## config.mk

```make
export PLATFORM = sky130hd
export DESIGN_NAME = ex_complete_stage
export DESIGN_NICKNAME = d
export VERILOG_FILES = /design/src/rtl/ex_complete_stage_pkg.sv /design/src/rtl/ex_complete_stage_cmpl_fifo.sv /design/src/rtl/ex_complete_stage.sv
export SDC_FILE = /design/constraint.sdc
export NUM_CORES = 1
export LEC_CHECK = 0
export CORE_MARGIN = 4
export CORE_UTILIZATION = 35
export CTS_CLUSTER_DIAMETER = 150
export DETAILED_ROUTE_END_ITERATION = 8
export SYNTH_ARGS = -nofsm -noshare
export SYNTH_HDL_FRONTEND = slang
export SYNTH_SLANG_ARGS = --single-unit
export TNS_END_PERCENT = 10
```

## constraint.sdc

```tcl
create_clock -name clock -period 4.3 [get_ports clock]
set_input_delay 0.86 -clock clock [delete_from_list [all_inputs] [get_ports clock]]
set_output_delay 0.86 -clock clock [all_outputs]
set_load 0.1 [all_outputs]
```

## src/rtl/ex_complete_stage_pkg.sv

```systemverilog
// Shared widths and the completion queue entry layout for the EX completion stage.
package ex_complete_stage_pkg;

    localparam int unsigned PRF_WIDTH    = 6;
    localparam int unsigned ROB_WIDTH    = 5;
    localparam int unsigned NPC_WIDTH    = 64;
    localparam int unsigned CQ_DEPTH_DEF = 4;
    localparam int unsigned NULL_PRF     = 0;

    typedef struct packed {
        logic [ROB_WIDTH-1:0] rob_num;
        logic                 branch;
        logic                 store;
        logic                 taken;
        logic                 mispredict;
        logic [NPC_WIDTH-1:0] npc;
    } cq_entry_t;

endpackage

```

## src/rtl/ex_complete_stage_cmpl_fifo.sv

```systemverilog
// Synchronous FIFO of completion entries with flush; head is read combinationally.
module cmpl_fifo
    import ex_complete_stage_pkg::*;
#(
    parameter int unsigned DEPTH = CQ_DEPTH_DEF
) (
    input  logic                         i_clk,
    input  logic                         i_reset,
    input  logic                         i_push,
    input  logic                         i_pop,
    input  logic                         i_flush,
    input  cq_entry_t                    i_data,
    output cq_entry_t                    o_head,
    output logic [$clog2(DEPTH+1)-1:0]   o_count,
    output logic                         o_empty,
    output logic                         o_full
);

    localparam int unsigned PTR_W = $clog2(DEPTH);
    localparam int unsigned CNT_W = $clog2(DEPTH + 1);

    cq_entry_t        r_mem [DEPTH];
    logic [PTR_W-1:0] r_head;
    logic [PTR_W-1:0] r_tail;
    logic [CNT_W-1:0] r_count;

    logic w_pop;
    logic w_push;

    // A full queue still accepts a push when the head leaves in the same cycle.
    assign o_empty = (r_count == '0);
    assign o_full  = (r_count == CNT_W'(DEPTH));
    assign w_pop   = i_pop && !o_empty;
    assign w_push  = i_push && (!o_full || w_pop);
    assign o_head  = r_mem[r_head];
    assign o_count = r_count;

    // Pointer and occupancy update; flush empties the queue outright.
    always_ff @(posedge i_clk) begin
        if (i_reset || i_flush) begin
            r_head  <= '0;
            r_tail  <= '0;
            r_count <= '0;
        end else begin
            if (w_push) begin
                r_tail <= r_tail + PTR_W'(1);
            end
            if (w_pop) begin
                r_head <= r_head + PTR_W'(1);
            end
            case ({w_push, w_pop})
                2'b10:   r_count <= r_count + CNT_W'(1);
                2'b01:   r_count <= r_count - CNT_W'(1);
                default: r_count <= r_count;
            endcase
        end
    end

    // Entry storage; slots are only read while counted valid, so no reset is needed.
    always_ff @(posedge i_clk) begin
        if (w_push && !i_flush && !i_reset) begin
            r_mem[r_tail] <= i_data;
        end
    end

endmodule

```

## src/rtl/ex_complete_stage.sv

```systemverilog
// Completion stage after EX: registers the CDB winner for PRF write / tag broadcast
// and queues branch and store completions toward the ROB.
module ex_complete_stage
    import ex_complete_stage_pkg::*;
#(
    parameter int unsigned PRF_W    = PRF_WIDTH,
    parameter int unsigned ROB_W    = ROB_WIDTH,
    parameter int unsigned CQ_DEPTH = CQ_DEPTH_DEF
) (
    input  logic              clock,
    input  logic              reset,
    input  logic [PRF_W-1:0]  ex_CDB_tag_in,
    input  logic [63:0]       ex_result_in,
    input  logic              ex_branch_inst_in,
    input  logic              ex_branch_taken_in,
    input  logic              ex_branch_mispredict_in,
    input  logic              ex_store_inst_in,
    input  logic [ROB_W-1:0]  ex_ROB_number_in,
    input  logic [63:0]       ex_NPC_in,
    input  logic              rob_flush_in,
    input  logic              rob_cmpl_ready_in,
    output logic [PRF_W-1:0]  ex_wb_PRF_num_out,
    output logic [63:0]       ex_wb_result_out,
    output logic              cdb_valid_out,
    output logic              cmpl_valid_out,
    output logic [ROB_W-1:0]  cmpl_ROB_num_out,
    output logic              cmpl_branch_out,
    output logic              cmpl_store_out,
    output logic              cmpl_taken_out,
    output logic              cmpl_mispredict_out,
    output logic [63:0]       cmpl_NPC_out,
    output logic              cq_stall_out,
    output logic              cq_overflow_out
);

    localparam int unsigned CNT_W = $clog2(CQ_DEPTH + 1);

    logic [PRF_W-1:0] r_tag;
    logic [63:0]      r_result;
    logic             r_overflow;

    cq_entry_t        w_entry;
    cq_entry_t        w_head;
    cq_entry_t        w_head_vis;
    logic [CNT_W-1:0] w_count;
    logic             w_empty;
    logic             w_full;
    logic             w_push;
    logic             w_pop;

    // Build the queue entry; a branch wins over a simultaneous store, stores carry no branch info.
    always_comb begin
        w_entry            = '0;
        w_entry.rob_num    = ROB_WIDTH'(ex_ROB_number_in);
        w_entry.branch     = ex_branch_inst_in;
        w_entry.store      = ex_store_inst_in && !ex_branch_inst_in;
        if (ex_branch_inst_in) begin
            w_entry.taken      = ex_branch_taken_in;
            w_entry.mispredict = ex_branch_mispredict_in;
            w_entry.npc        = ex_NPC_in;
        end
    end

    assign w_push = (ex_branch_inst_in || ex_store_inst_in) && !rob_flush_in;
    assign w_pop  = cmpl_valid_out && rob_cmpl_ready_in;

    cmpl_fifo #(
        .DEPTH (CQ_DEPTH)
    ) u_cmpl_fifo (
        .i_clk   (clock),
        .i_reset (reset),
        .i_push  (w_push),
        .i_pop   (w_pop),
        .i_flush (rob_flush_in),
        .i_data  (w_entry),
        .o_head  (w_head),
        .o_count (w_count),
        .o_empty (w_empty),
        .o_full  (w_full)
    );

    // PRF write / CDB register; a flush injects the null tag in place of EX's winner.
    always_ff @(posedge clock) begin
        if (reset || rob_flush_in) begin
            r_tag    <= PRF_W'(NULL_PRF);
            r_result <= '0;
        end else begin
            r_tag    <= ex_CDB_tag_in;
            r_result <= ex_result_in;
        end
    end

    // Sticky overflow: a push into a full queue that is not draining this cycle is lost.
    always_ff @(posedge clock) begin
        if (reset) begin
            r_overflow <= 1'b0;
        end else if (w_push && w_full && !w_pop) begin
            r_overflow <= 1'b1;
        end
    end

    assign ex_wb_PRF_num_out = r_tag;
    assign ex_wb_result_out  = r_result;
    assign cdb_valid_out     = (r_tag != PRF_W'(NULL_PRF));

    // Head fields read as zero whenever nothing is queued.
    assign cmpl_valid_out      = !w_empty;
    assign w_head_vis          = w_empty ? '0 : w_head;
    assign cmpl_ROB_num_out    = ROB_W'(w_head_vis.rob_num);
    assign cmpl_branch_out     = w_head_vis.branch;
    assign cmpl_store_out      = w_head_vis.store;
    assign cmpl_taken_out      = w_head_vis.taken;
    assign cmpl_mispredict_out = w_head_vis.mispredict;
    assign cmpl_NPC_out        = w_head_vis.npc;

    // Hold off issue one slot early so the branch/store already in EX still fits.
    assign cq_stall_out    = (w_count >= CNT_W'(CQ_DEPTH - 1));
    assign cq_overflow_out = r_overflow;

endmodule

```

==> flow_metrics.env <==
export IMPL_clkTransAtPathRegs_ns=0.06
export IMPL_die_w_um=207
export IMPL_wire_per_inst_um=20.2
export IMPL_cts_tree="done"
export IMPL_cp_num_buf_inv=1
export IMPL_fin_skew_ns=0.0119
export IMPL_antenna_found_initial=3
export IMPL_ir_worst_vdd_mv=0.301
export IMPL_postSynthCellCount=746
export IMPL_post_place_ws_ns=0.877
export IMPL_ys_warn_count=0
export IMPL_p_seq_share_pct=48.5
export IMPL_drv_cap=0
export IMPL_io_pin_count=294
export IMPL_ys_flop_type="edfxtp_1"
export IMPL_nFillCells=3332
export IMPL_startpoint_type="register"
export IMPL_post_dp_hpwl_mm=21.2
export IMPL_critical_path_slowest_cell="clkdlybuf4s50_1"
export IMPL_final_period_utilization_pct=83.2
export IMPL_fin_nets=1207
export IMPL_postCtsSetupBuffers=0
export IMPL_finalWirelength_mm=32.3
export IMPL_ctsHtreeMaxLevel=2
export IMPL_drive_above_1_share_pct=21.0
export IMPL_first_pass_iters=5
export IMPL_hold_viol_final=0
export IMPL_switchingPower_w=0.00197
export IMPL_endpoint_kind="primary output"
export IMPL_max_slew_margin_rel_pct=28.0
export IMPL_port_buffers=293
export IMPL_status="finished clean"
export IMPL_row_count=72
export IMPL_initial_core_util_pct=35.6
export IMPL_cp_top_family="buffers and inverters"
export IMPL_synth_area_leaders="edfxtp_1, mux4_2, dfxtp_1"
export IMPL_ys_seq_elements=372
export IMPL_yosys_area_top_type="edfxtp_1"
export IMPL_r2r_cells=4
export IMPL_core_area_um2=38800
export IMPL_fmax_ghz=0.280
export IMPL_rsz0062_at_grt="no"
export IMPL_viasPerCell=4.61
export IMPL_switching_share_pct=24.1
export IMPL_drt_iter0_drc=291
export IMPL_root_buffer="clkbuf_16"
export IMPL_cp_data_required_time_ns=3.44
export IMPL_synth_seq_area_share_pct=75.0
export IMPL_syn_nets=898
export IMPL_slowest_delay_ns=1.09
export IMPL_grt_max_degree=74
export IMPL_worstHoldStart="cq_overflow_out"
export IMPL_worstPathMaxFanout=24
export IMPL_ant_nets=0
export IMPL_worst_r2r_startpoint="u_cmpl_fifo.o_count[1]"
export IMPL_reg2reg_slack_ns=2.00
export IMPL_synth_cell_type_count=30
export IMPL_synth_commonest_cells="edfxtp_1, and2_1, dfxtp_1"
export IMPL_syn_area_per_cell_um2=18.5
export IMPL_async_reset_ff_share_pct=0
export IMPL_min_path_type="register to register"
export IMPL_setup_viol=0
export IMPL_final_cell_count_no_fill=1602
export IMPL_hold_buffers=0
export IMPL_worstSetupPathType="register to primary output"
export IMPL_cp_depth=2
export IMPL_power_leakage_nw=6.36
export IMPL_synth_top_area_share_pct=63.4
export IMPL_whs_path_depth=2
export IMPL_grt_pass1_vias=7967
export IMPL_synth_edf_count=292
export IMPL_dieArea_um2=42800
export IMPL_drc=0
export IMPL_vias=7393
export IMPL_place_gp_congestion=0.796
export IMPL_overflow=0
export IMPL_clock_sinks=372
export IMPL_p_comb_share_pct=11.5
export IMPL_dp_cells=1531
export IMPL_worstReg2RegEnd="u_cmpl_fifo.r_mem[1][34]"
export IMPL_crit_start="u_cmpl_fifo.o_count[0]"
export IMPL_whs_endpoint="cq_overflow_out"
export IMPL_cts_resized=0
export IMPL_regArea_um2=10400
export IMPL_numCtsBuffers=40
export IMPL_globalRouteTotalUtil_pct=15.0
export IMPL_worstMarginPinSlew_ns=1.08
export IMPL_synth_most_common_cell="edfxtp_1"
export IMPL_grt_pass1_wl_mm=48.6
export IMPL_setup_slack_ns=0.723
export IMPL_clock_path_buffers=3
export IMPL_clkLatencyLatePin_ns=0.52
export IMPL_clockPowerShare_pct=40.0
export IMPL_area_growth_pct=34.0
export IMPL_fp_dieH_um=207
export IMPL_syn_area_um2=13800
export IMPL_period_minus_slack_ns=3.58
export IMPL_multiInputGateArea_um2=3310
export IMPL_crit_arrival_ns=2.72
export IMPL_internal_power_w=0.00621
export IMPL_finalMaxSlewViolations=0
export IMPL_p_per_area_nw_per_um2=442
export IMPL_setup_tns_ns=0
export IMPL_worstPathCellList="or3_2 -> clkdlybuf4s50_1"
==> flip-flops by register name, indices dropped and copies added (netlist names), named ones only <==
register             count
cq_overflow_out          1
ex_wb_result_out        64
u_cmpl_fifo.o_count      3
u_cmpl_fifo.r_head       2
ex_wb_PRF_num_out        6
u_cmpl_fifo.r_mem      292
u_cmpl_fifo.r_tail       2
==> how the worst max path moves through the flow <==
stage | endpoint
after detailed placement | u_cmpl_fifo.r_mem[1][35]
after global routing | cmpl_NPC_out[52]
after CTS | cmpl_valid_out
after global placement | u_cmpl_fifo.r_mem[1][21]
after floorplan | u_cmpl_fifo.r_mem[1][0]
final | cmpl_valid_out
==> placed cells by master (no fill, tap or decap), drive strengths merged, types with 9 or more instances in the layout <==
| cell type | Yosys | routed |
|---|---|---|
| clkdlybuf4s50 | 0 | 219 |
| dfxtp | 80 | 80 |
| and2 | 213 | 213 |
| edfxtp | 292 | 292 |
| mux4 | 73 | 73 |
| clkbuf | 28 | 57 |
| clkinv | 0 | 9 |
| nor2 | 9 | 9 |
| buf | 11 | 87 |
==> cell families (layout without fill, tap and decap cells) <==
group	count (synthesis)	after routing	share of synthesized area (%)
fa+ha+maj	5	5	0.507
flops	372	372	75.0
compound gates	9	9	0.434
mux	73	73	11.9
xor+xnor	3	3	0.190
buf+inv	43	380	1.24
simple gates	241	241	10.7
other cells	0	1	0
==> per-layer routing <==
metal | wire, um | part of all wire, % | GRT usage (%) | vias to the layer above
met5 | 34 | 0.11 | 0 | -
met3 | 2780 | 8.6 | 5.12 | 46
met1 | 13700 | 42 | 19.7 | 3672
met2 | 15200 | 47 | 24.2 | 264
met4 | 605 | 1.9 | 3.90 | 4
li1 | - | - | - | 3407
==> through the flow <==
step	instance area [um2]	hold WS, ns	power (W)	util (%)
after floorplan	13800	0.485	0.00466	-
after global placement	17300	0.461	0.00499	44.5
after detailed placement	17300	0.468	0.00500	44.5
after CTS	18500	0.487	0.00829	47.7
after global routing	18500	0.500	0.00846	47.7
final	18500	0.477	0.00818	47.7
==> power groups by stage <==
stage | registers (W) | logic [W] | clock network (W)
floorplan | 0.00423 | 0.000435 | 0
global placement | 0.00404 | 0.000952 | 0
detailed placement | 0.00404 | 0.000955 | 0
CTS | 0.00397 | 0.000957 | 0.00337
global route | 0.00397 | 0.000989 | 0.00350
finish | 0.00397 | 0.000941 | 0.00327
==> area by class of cell <==
cell class                      instances  share of cell area, %
Multi-Input combinational cell        331                   17.8
Sequential cell                       372                   56.0
Inverter                                4                 0.0810
Timing Repair Buffer                  306                   15.8
Clock buffer                           57                   5.98
Tap cell                              518                   3.50
Antenna cell                            1                 0.0135
Clock inverter                         13                  0.756
==> worst min-delay path, stage by stage, from the launching register on <==
cell     delay, ns
dfxtp_1       0.33
nor2_1        0.05
nor2_1        0.07
No activity file was read; power rests on OpenSTA's default activity.
